<file path="src/rtl/mem_control_pkg.sv">
// Shared opcodes, width codes, region decode helpers and the store byte-mask
// rule for the RV32 memory stage.
package mem_control_pkg;

  localparam logic [6:0] OPC_LOAD  = 7'b0000011;
  localparam logic [6:0] OPC_STORE = 7'b0100011;

  localparam logic [2:0] FNC_LB  = 3'b000;
  localparam logic [2:0] FNC_LH  = 3'b001;
  localparam logic [2:0] FNC_LW  = 3'b010;
  localparam logic [2:0] FNC_LBU = 3'b100;
  localparam logic [2:0] FNC_LHU = 3'b101;
  localparam logic [2:0] FNC_SB  = FNC_LB;
  localparam logic [2:0] FNC_SH  = FNC_LH;
  localparam logic [2:0] FNC_SW  = FNC_LW;

  localparam logic [3:0] REG_IO   = 4'b1000;
  localparam logic [3:0] REG_DUAL = 4'b0011;

  typedef enum logic [1:0] {
    SRC_NONE = 2'd0,
    SRC_DMEM = 2'd1,
    SRC_IO   = 2'd2
  } load_src_e;

  // 0011 aliases both data and instruction memory.
  function automatic logic in_dmem(input logic [3:0] nib);
    in_dmem = (!nib[3] && nib[1:0] == 2'b01) || (nib == REG_DUAL);
  endfunction

  function automatic logic in_imem(input logic [3:0] nib);
    in_imem = (nib[3:1] == 3'b001);
  endfunction

  function automatic logic in_io(input logic [3:0] nib);
    in_io = (nib == REG_IO);
  endfunction

  function automatic logic [3:0] base_mask(input logic [2:0] f3, input logic [1:0] off);
    case (f3)
      FNC_SB:  base_mask = 4'b0001 << off;
      FNC_SH:  base_mask = off[0] ? 4'b0000 : (4'b0011 << off);
      FNC_SW:  base_mask = (off == 2'b00) ? 4'b1111 : 4'b0000;
      default: base_mask = 4'b0000;
    endcase
  endfunction

endpackage

</file>
<file path="src/rtl/mem_control_load_extend.sv">
// Selects the returned read word, aligns DMEM words by byte offset and
// sign/zero-extends according to the registered load width.
module mem_control_load_extend
  import mem_control_pkg::*;
(
  input  load_src_e   src,
  input  logic [2:0]  funct3,
  input  logic [1:0]  off,
  input  logic [31:0] dmem_dout,
  input  logic [31:0] io_dout,
  output logic [31:0] load_data
);

  logic [31:0] word;

  always_comb begin
    word = 32'd0;
    case (src)
      SRC_DMEM: word = dmem_dout >> {off, 3'b000};
      SRC_IO:   word = io_dout;
      default:  word = 32'd0;
    endcase
  end

  always_comb begin
    load_data = word;
    case (funct3)
      FNC_LB:  load_data = {{24{word[7]}}, word[7:0]};
      FNC_LH:  load_data = {{16{word[15]}}, word[15:0]};
      FNC_LBU: load_data = {24'd0, word[7:0]};
      FNC_LHU: load_data = {16'd0, word[15:0]};
      default: load_data = word;
    endcase
  end

endmodule

</file>
<file path="src/rtl/mem_control.sv">
// Memory-stage decoder: combinational region decode, byte-lane write masks and
// store steering, plus a one-cycle registered stage for load return alignment.
module mem_control
  import mem_control_pkg::*;
(
  input  logic        clk,
  input  logic        rst,
  input  logic [6:0]  opcode,
  input  logic [2:0]  funct3,
  input  logic [31:0] addr,
  input  logic [31:0] rd2,
  input  logic [31:0] pc,
  input  logic        haz_ena,
  input  logic [31:0] dmem_dout,
  input  logic [31:0] io_dout,
  output logic        dmem_en,
  output logic [3:0]  dmem_wr_en,
  output logic [3:0]  imem_wr_en,
  output logic [3:0]  io_trans,
  output logic        io_recv,
  output logic [31:0] mem_in,
  output logic [31:0] load_data
);

  logic [3:0] nib;
  logic [1:0] off;
  logic       is_load;
  logic       is_store;
  logic       r_dmem;
  logic       r_imem;
  logic       r_io;
  logic [3:0] mask;

  assign nib      = addr[31:28];
  assign off      = addr[1:0];
  assign is_load  = (opcode == OPC_LOAD);
  assign is_store = (opcode == OPC_STORE);
  assign r_dmem   = in_dmem(nib);
  assign r_imem   = in_imem(nib);
  assign r_io     = in_io(nib);
  assign mask     = base_mask(funct3, off);

  always_comb begin
    dmem_en    = 1'b0;
    io_recv    = 1'b0;
    dmem_wr_en = 4'b0000;
    imem_wr_en = 4'b0000;
    io_trans   = 4'b0000;
    if (haz_ena && is_load) begin
      dmem_en = r_dmem;
      io_recv = r_io;
    end else if (haz_ena && is_store) begin
      dmem_wr_en = r_dmem ? mask : 4'b0000;
      imem_wr_en = (r_imem && pc[30]) ? mask : 4'b0000;
      io_trans   = r_io ? mask : 4'b0000;
    end
  end

  // IO registers take the raw word; memories need the data on the addressed lanes.
  assign mem_in = (is_store && r_io) ? rd2 : (rd2 << {off, 3'b000});

  load_src_e  src_reg, src_next;
  logic [2:0] funct3_reg;
  logic [1:0] off_reg;

  always_comb begin
    src_next = SRC_NONE;
    if (dmem_en)      src_next = SRC_DMEM;
    else if (io_recv) src_next = SRC_IO;
  end

  always_ff @(posedge clk) begin
    if (rst) begin
      src_reg    <= SRC_NONE;
      funct3_reg <= 3'd0;
      off_reg    <= 2'd0;
    end else begin
      src_reg    <= src_next;
      funct3_reg <= funct3;
      off_reg    <= off;
    end
  end

  mem_control_load_extend u_load_extend (
    .src       (src_reg),
    .funct3    (funct3_reg),
    .off       (off_reg),
    .dmem_dout (dmem_dout),
    .io_dout   (io_dout),
    .load_data (load_data)
  );

  logic unused_bits;
  assign unused_bits = ^{addr[27:2], pc[31], pc[29:0]};

endmodule

</file>
<file path="config.mk">
export PLATFORM = sky130hd
export DESIGN_NAME = mem_control
export DESIGN_NICKNAME = d
export VERILOG_FILES = /design/src/rtl/mem_control_pkg.sv /design/src/rtl/mem_control_load_extend.sv /design/src/rtl/mem_control.sv
export SDC_FILE = /design/constraint.sdc
export NUM_CORES = 1
export LEC_CHECK = 0
export ABC_AREA = 1
export CAP_MARGIN = 20
export CORE_AREA = 2 2 97 99
export CTS_BUF_LIST = sky130_fd_sc_hd__clkbuf_4 sky130_fd_sc_hd__clkbuf_8
export DETAILED_ROUTE_END_ITERATION = 12
export DIE_AREA = 0 0 99 101
export GPL_ROUTABILITY_DRIVEN = 0
export HOLD_SLACK_MARGIN = 0.06
export PLACE_DENSITY_LB_ADDON = 0.1
export SLEW_MARGIN = 20
export SYNTH_ARGS = -nofsm -noshare
export SYNTH_HDL_FRONTEND = slang
export SYNTH_SLANG_ARGS = --single-unit
</file>
<file path="constraint.sdc">
create_clock -name clk -period 2.3 [get_ports clk]
set_clock_uncertainty 0.2 [all_clocks]
set_input_delay 0.345 -clock clk [delete_from_list [all_inputs] [get_ports clk]]
set_output_delay 0.345 -clock clk [all_outputs]
set_load 0.03 [all_outputs]
</file>
Word level (Yosys, flattened, before mapping)

Cells that the tools add are included.

Equal/unequal tests: 13
Shift-type cells: 4
Muxes and demuxes: 19
Reduce and logical (&&, ||, !) cells: 11

Operator list:

| kind                  | count |
|---|---|
| $pmux W32 S4          | 1 |
| $pmux W32 S2          | 1 |
| $mux W4               | 11 |
| $mux W32              | 1 |
| $shl A32 B5 Y32       | 1 |
| $shr A32 B5 Y32       | 1 |
| $pmux W4 S3           | 1 |
| $eq A3 B1 Y1 const B  | 3 |
| $eq A7 B2 Y1 const B  | 1 |
| $eq A7 B6 Y1 const B  | 1 |
| $eq A3 B3 Y1 const B  | 2 |
| $logic_not A3 Y1      | 2 |
| $logic_and A1 B1 Y1   | 5 |
| $eq A2 B1 Y1 const B  | 2 |
| $eq A4 B2 Y1 const B  | 1 |
| $eq A4 B4 Y1 const B  | 1 |
| $shl A1 B2 Y4 const A | 1 |
| $shl A2 B2 Y4 const A | 1 |
| $eq A3 B2 Y1 const B  | 1 |
| $mux W1               | 3 |
| $eq A2 B2 Y1 const B  | 1 |
| $logic_not A2 Y1      | 1 |
| $mux W2               | 1 |
| $reduce_or A2 Y1      | 1 |
| other kinds (2)       | 2 |

Register bits after elaboration: 7
Output and inout port bits: 78

Longest topological paths before layout

Depth in word-level cells: 6
Mapped depth: 10
Depth with buffers taken out: 8

Cells and area by module

A second synthesis with hierarchy kept.

Cell total of the unflattened synthesis: 601
Area total of the unflattened synthesis: 2835.2 um^2

Modules (own cells, without submodules):

| module                  | times used | cells each | area each (um^2) | sequential area each (um^2) |
|---|---|---|---|---|
| mem_control             | 1          | 326        | 1547.7           | 140.1 |
| mem_control_load_extend | 1          | 275        | 1287.5           | 0.0 |

Least setup slack after synthesis

OpenSTA, ideal clock, no wires.

Path type: input to output
From: input port opcode[3]
To: output port mem_in[12]
Arrival time: 1630 ps
Required time: 1755 ps
Path slack: 125 ps
Cell stages on the path: 6
Path buffers: 1
Cells stage by stage: nor2_1 -> nand3_1 -> nor2_2 -> nand2_1 -> buf_2 -> o21ai_0

Word-level cells in the longest chain between the ends: 3

RTL lines:

| item                | RTL line          | source |
|---|---|---|
| start: declaration  | mem_control.sv:8  | `input logic [6:0] opcode,` |
| $eq A7 B6 Y1        | mem_control.sv:37 | `assign is_store = (opcode == OPC_STORE);` |
| $logic_and A1 B1 Y1 | mem_control.sv:60 | `assign mem_in = (is_store && r_io) ? rd2 : (rd2 << {off, 3'b000});` |
| $mux W32            | mem_control.sv:60 |  |
| end: declaration    | mem_control.sv:21 | `output logic [31:0] mem_in,` |

No other way between the ends.

Worst setup path in the final report

From: input port opcode[5]
To: output port mem_in[19]

Same word-level chain as after synthesis.

==> results.yml <==
status:
  run_status: "finished, final reports clean"
global_route:
  first_global_vias: 3582
  overflow: 0
  global_route_wire_length_before_repair_mm: 16.9
  track_usage: 0.206
  grt_antenna_before_repair: 0
  pin_count_of_the_biggest_net_entering_global_routing: 34
route:
  vias_per_cell: 4.77
  drt_antenna_net_count: 0
  first_pass_iters: 4
  remaining_drcs: 0
  wl_mm: 11.5
  routedWlPerCell_um: 14.0
  drt-initial-drc-count: 170
  route.vias.total: 3905
final_layout:
  sequential_area_um2: 143
  final_util: 0.528
  num-nets-final: 884
  finish.cell_count_without_fillers: 819
  most-common-layout-cells: "204 x sky130_fd_sc_hd__nand2_1, 104 x sky130_fd_sc_hd__clkdlybuf4s50_1, 88 x sky130_fd_sc_hd__buf_4"
  largest_reg_flops: 3
  final.fill_count: 942
  diodes: 0
  flow.area_growth_from_synthesis_pct: 110
  multiInputGateArea_um2: 1940
  mostFrequentLayoutCell: "sky130_fd_sc_hd__nand2_1"
  drive_gt1_frac: 0.237
sta:
  final_critical_delay_including_setup_and_external_delays_ns: 2.26
  setup_tns_after_final_layout_ns: 0
  min_period_over_period: 0.982
  setup_slack_ns: 0.0407
  timing.final.hold_violations: 0
  worst_pin_slew_ns: 0.527
  timing.max_slew.rel_slack: 0.647
  rsz0062_at_grt: "true"
  report.final.slew_viol_count: 0
  max_freq_mhz: 443
  final-setup-viol-count: 0
placed_design:
  dp_worst_setup_slack_ns: -0.158
  place.port_buffers: 193
  number_of_placed_instances_with_taps_included: 803
  place_hpwl_mm: 8.57
logic_synthesis:
  synth.yosys.seq_area_share: 0.0620
  post_synth_num_cell_types: 26
  synth_ff_type: "sky130_fd_sc_hd__dfxtp_1"
  yosys_synthesis_warning_count: 0
  synth.net_count: 668
  synth_async_sr_flop_share: 0
  synth.avg_cell_area_um2: 4.58
  synth_seq_cells: 7
  synth_cells: 493
  synth-edff-count: 0
  syn-cell-area_um2: 2260
critical_path:
  crit_path_start_kind: "primary input"
  critical_path.max_fanout: 8
  cp_slowest_stage_delay_ns: 0.50
  crit_arrival_ns: 1.71
  setup_crit_end_kind: "output pin"
  path_cells: "clkdlybuf4s50_1, nand2_2, nor2_4, nand2_4, nand2_4, clkbuf_16, nand2_1, nand2_1, buf_6"
  cp_data_required_time_ns: 1.75
  cp_slowest_cell: "sky130_fd_sc_hd__clkdlybuf4s50_1"
  worst-setup-path-type: "in2out"
  critPathLaunch: "opcode[5]"
die:
  num_rows: 35
  io_pins: 251
  start_util: 0.252
  die_x_um: 99
  floorplan.die_area_um2: 10000
  floorplan.die.height_um: 101
  core_area_um2: 8980
clock_tree:
  clock_edge_transition_at_the_registers_on_the_reported_setup_and_hold_paths_ns: 0.04
  cts_root_buf: "sky130_fd_sc_hd__clkbuf_8"
  htree_num_levels: 1
  tritoncts: "built"
  cts_hold_buffers: 0
  cts_sinks: 7
  cts_max_path_buffers: 2
  cts_buffers: 3
power_and_ir_drop:
  part_of_the_total_power_dissipated_in_sequential_elements: 0.142
  internal_power_mw: 0.580
  peakVddDrop_uv: 133
  power.density_cell_area_nw_per_um2: 197
  p_leak_nw: 2.62
  net-switching-power_mw: 0.355
  clock_power_share: 0.192
  p_comb_frac: 0.666
  netSwitchingFraction: 0.380
job:
  timing.max_cap.violations: 0
hold_path:
  holdCritPathClass: "in2reg"
  launch_instance_of_the_worst_min_delay_path: "addr[28]"
==> critical path, delay by kind of cell <==
family,cells,cell delay [ns]
AND/OR/NAND/NOR,6,0.58
buffers and inverters,3,0.78
==> repair_timing <==
action,CTS,global route
pin swaps,6,18
cloned,3,3
endpoints found under the setup margin,61,76
gates resized for setup,27,60
buffers inserted,3,3
==> metal layers <==
layer	vias up	global-route usage	share of wire
li1	1984	-	-
met3	24	0.0305	0.071
met2	183	0.385	0.50
met4	0	0.0601	0.026
met1	1714	0.241	0.40
met5	-	0	0
==> path summary, 6_finish.rpt <==
kind / end / slack, ns / cells after the start
max: mem_in[19] / 0.04 / 9
min: src_reg[1] / 0.35 / 5
==> cell families (layout without fill, tap and decap cells) <==
| kind of cell | after synthesis | in the layout | share of synthesized area |
|---|---|---|---|
| DFF | 7 | 7 | 0.0620 |
| and+or+nand+nor | 317 | 320 | 0.568 |
| buffers and inverters | 88 | 300 | 0.172 |
| AOI/OAI and AO/OA | 79 | 79 | 0.187 |
| adders and majority gates | 2 | 2 | 0.0111 |
==> stage by stage <==
| stage | total power [mW] | hold slack [ns] | cell area (um2) |
|---|---|---|---|
| final | 0.935 | 0.348 | 4740 |
| after global routing | 0.992 | 0.392 | 4740 |
| after CTS | 0.920 | 0.547 | 4470 |
| after detailed placement | 0.720 | 0.784 | 4260 |
| after global placement | 0.716 | 0.765 | 4260 |
| after floorplan | 0.380 | 0.217 | 2260 |
==> cells in the mapped netlist, types with 3 or more instances <==
cell type | number | area, um2
sky130_fd_sc_hd__o21ai_0 | 37 | 185
sky130_fd_sc_hd__nand2_1 | 212 | 796
sky130_fd_sc_hd__dfxtp_1 | 7 | 140
sky130_fd_sc_hd__buf_6 | 4 | 45.0
sky130_fd_sc_hd__nor3_1 | 5 | 25.0
sky130_fd_sc_hd__buf_2 | 16 | 80.1
sky130_fd_sc_hd__nor2_1 | 58 | 218
sky130_fd_sc_hd__nand3_1 | 29 | 145
sky130_fd_sc_hd__inv_1 | 59 | 221
sky130_fd_sc_hd__clkbuf_1 | 4 | 15.0
sky130_fd_sc_hd__o22ai_1 | 17 | 106
sky130_fd_sc_hd__nand3b_1 | 3 | 22.5
sky130_fd_sc_hd__o21ai_1 | 6 | 30.0
sky130_fd_sc_hd__nand2_2 | 5 | 31.3
sky130_fd_sc_hd__a21oi_1 | 17 | 85.1
==> power by group through the flow <==
stage	sequential (mW)	clock [mW]	combinational (mW)
global route	0.134	0.189	0.669
detailed placement	0.133	0	0.587
global placement	0.132	0	0.583
floorplan	0.131	0	0.249
finish	0.133	0.180	0.622
CTS	0.132	0.184	0.604
==> cell type report <==
| type | instances | area share |
|---|---|---|
| Clock buffer | 4 | 0.0103 |
| Inverter | 62 | 0.0504 |
| Multi-Input combinational cell | 401 | 0.410 |
| Sequential cell | 7 | 0.0301 |
| Tap cell | 111 | 0.0293 |
| Timing Repair Buffer | 234 | 0.470 |
(Power assumes the default switching activity.)
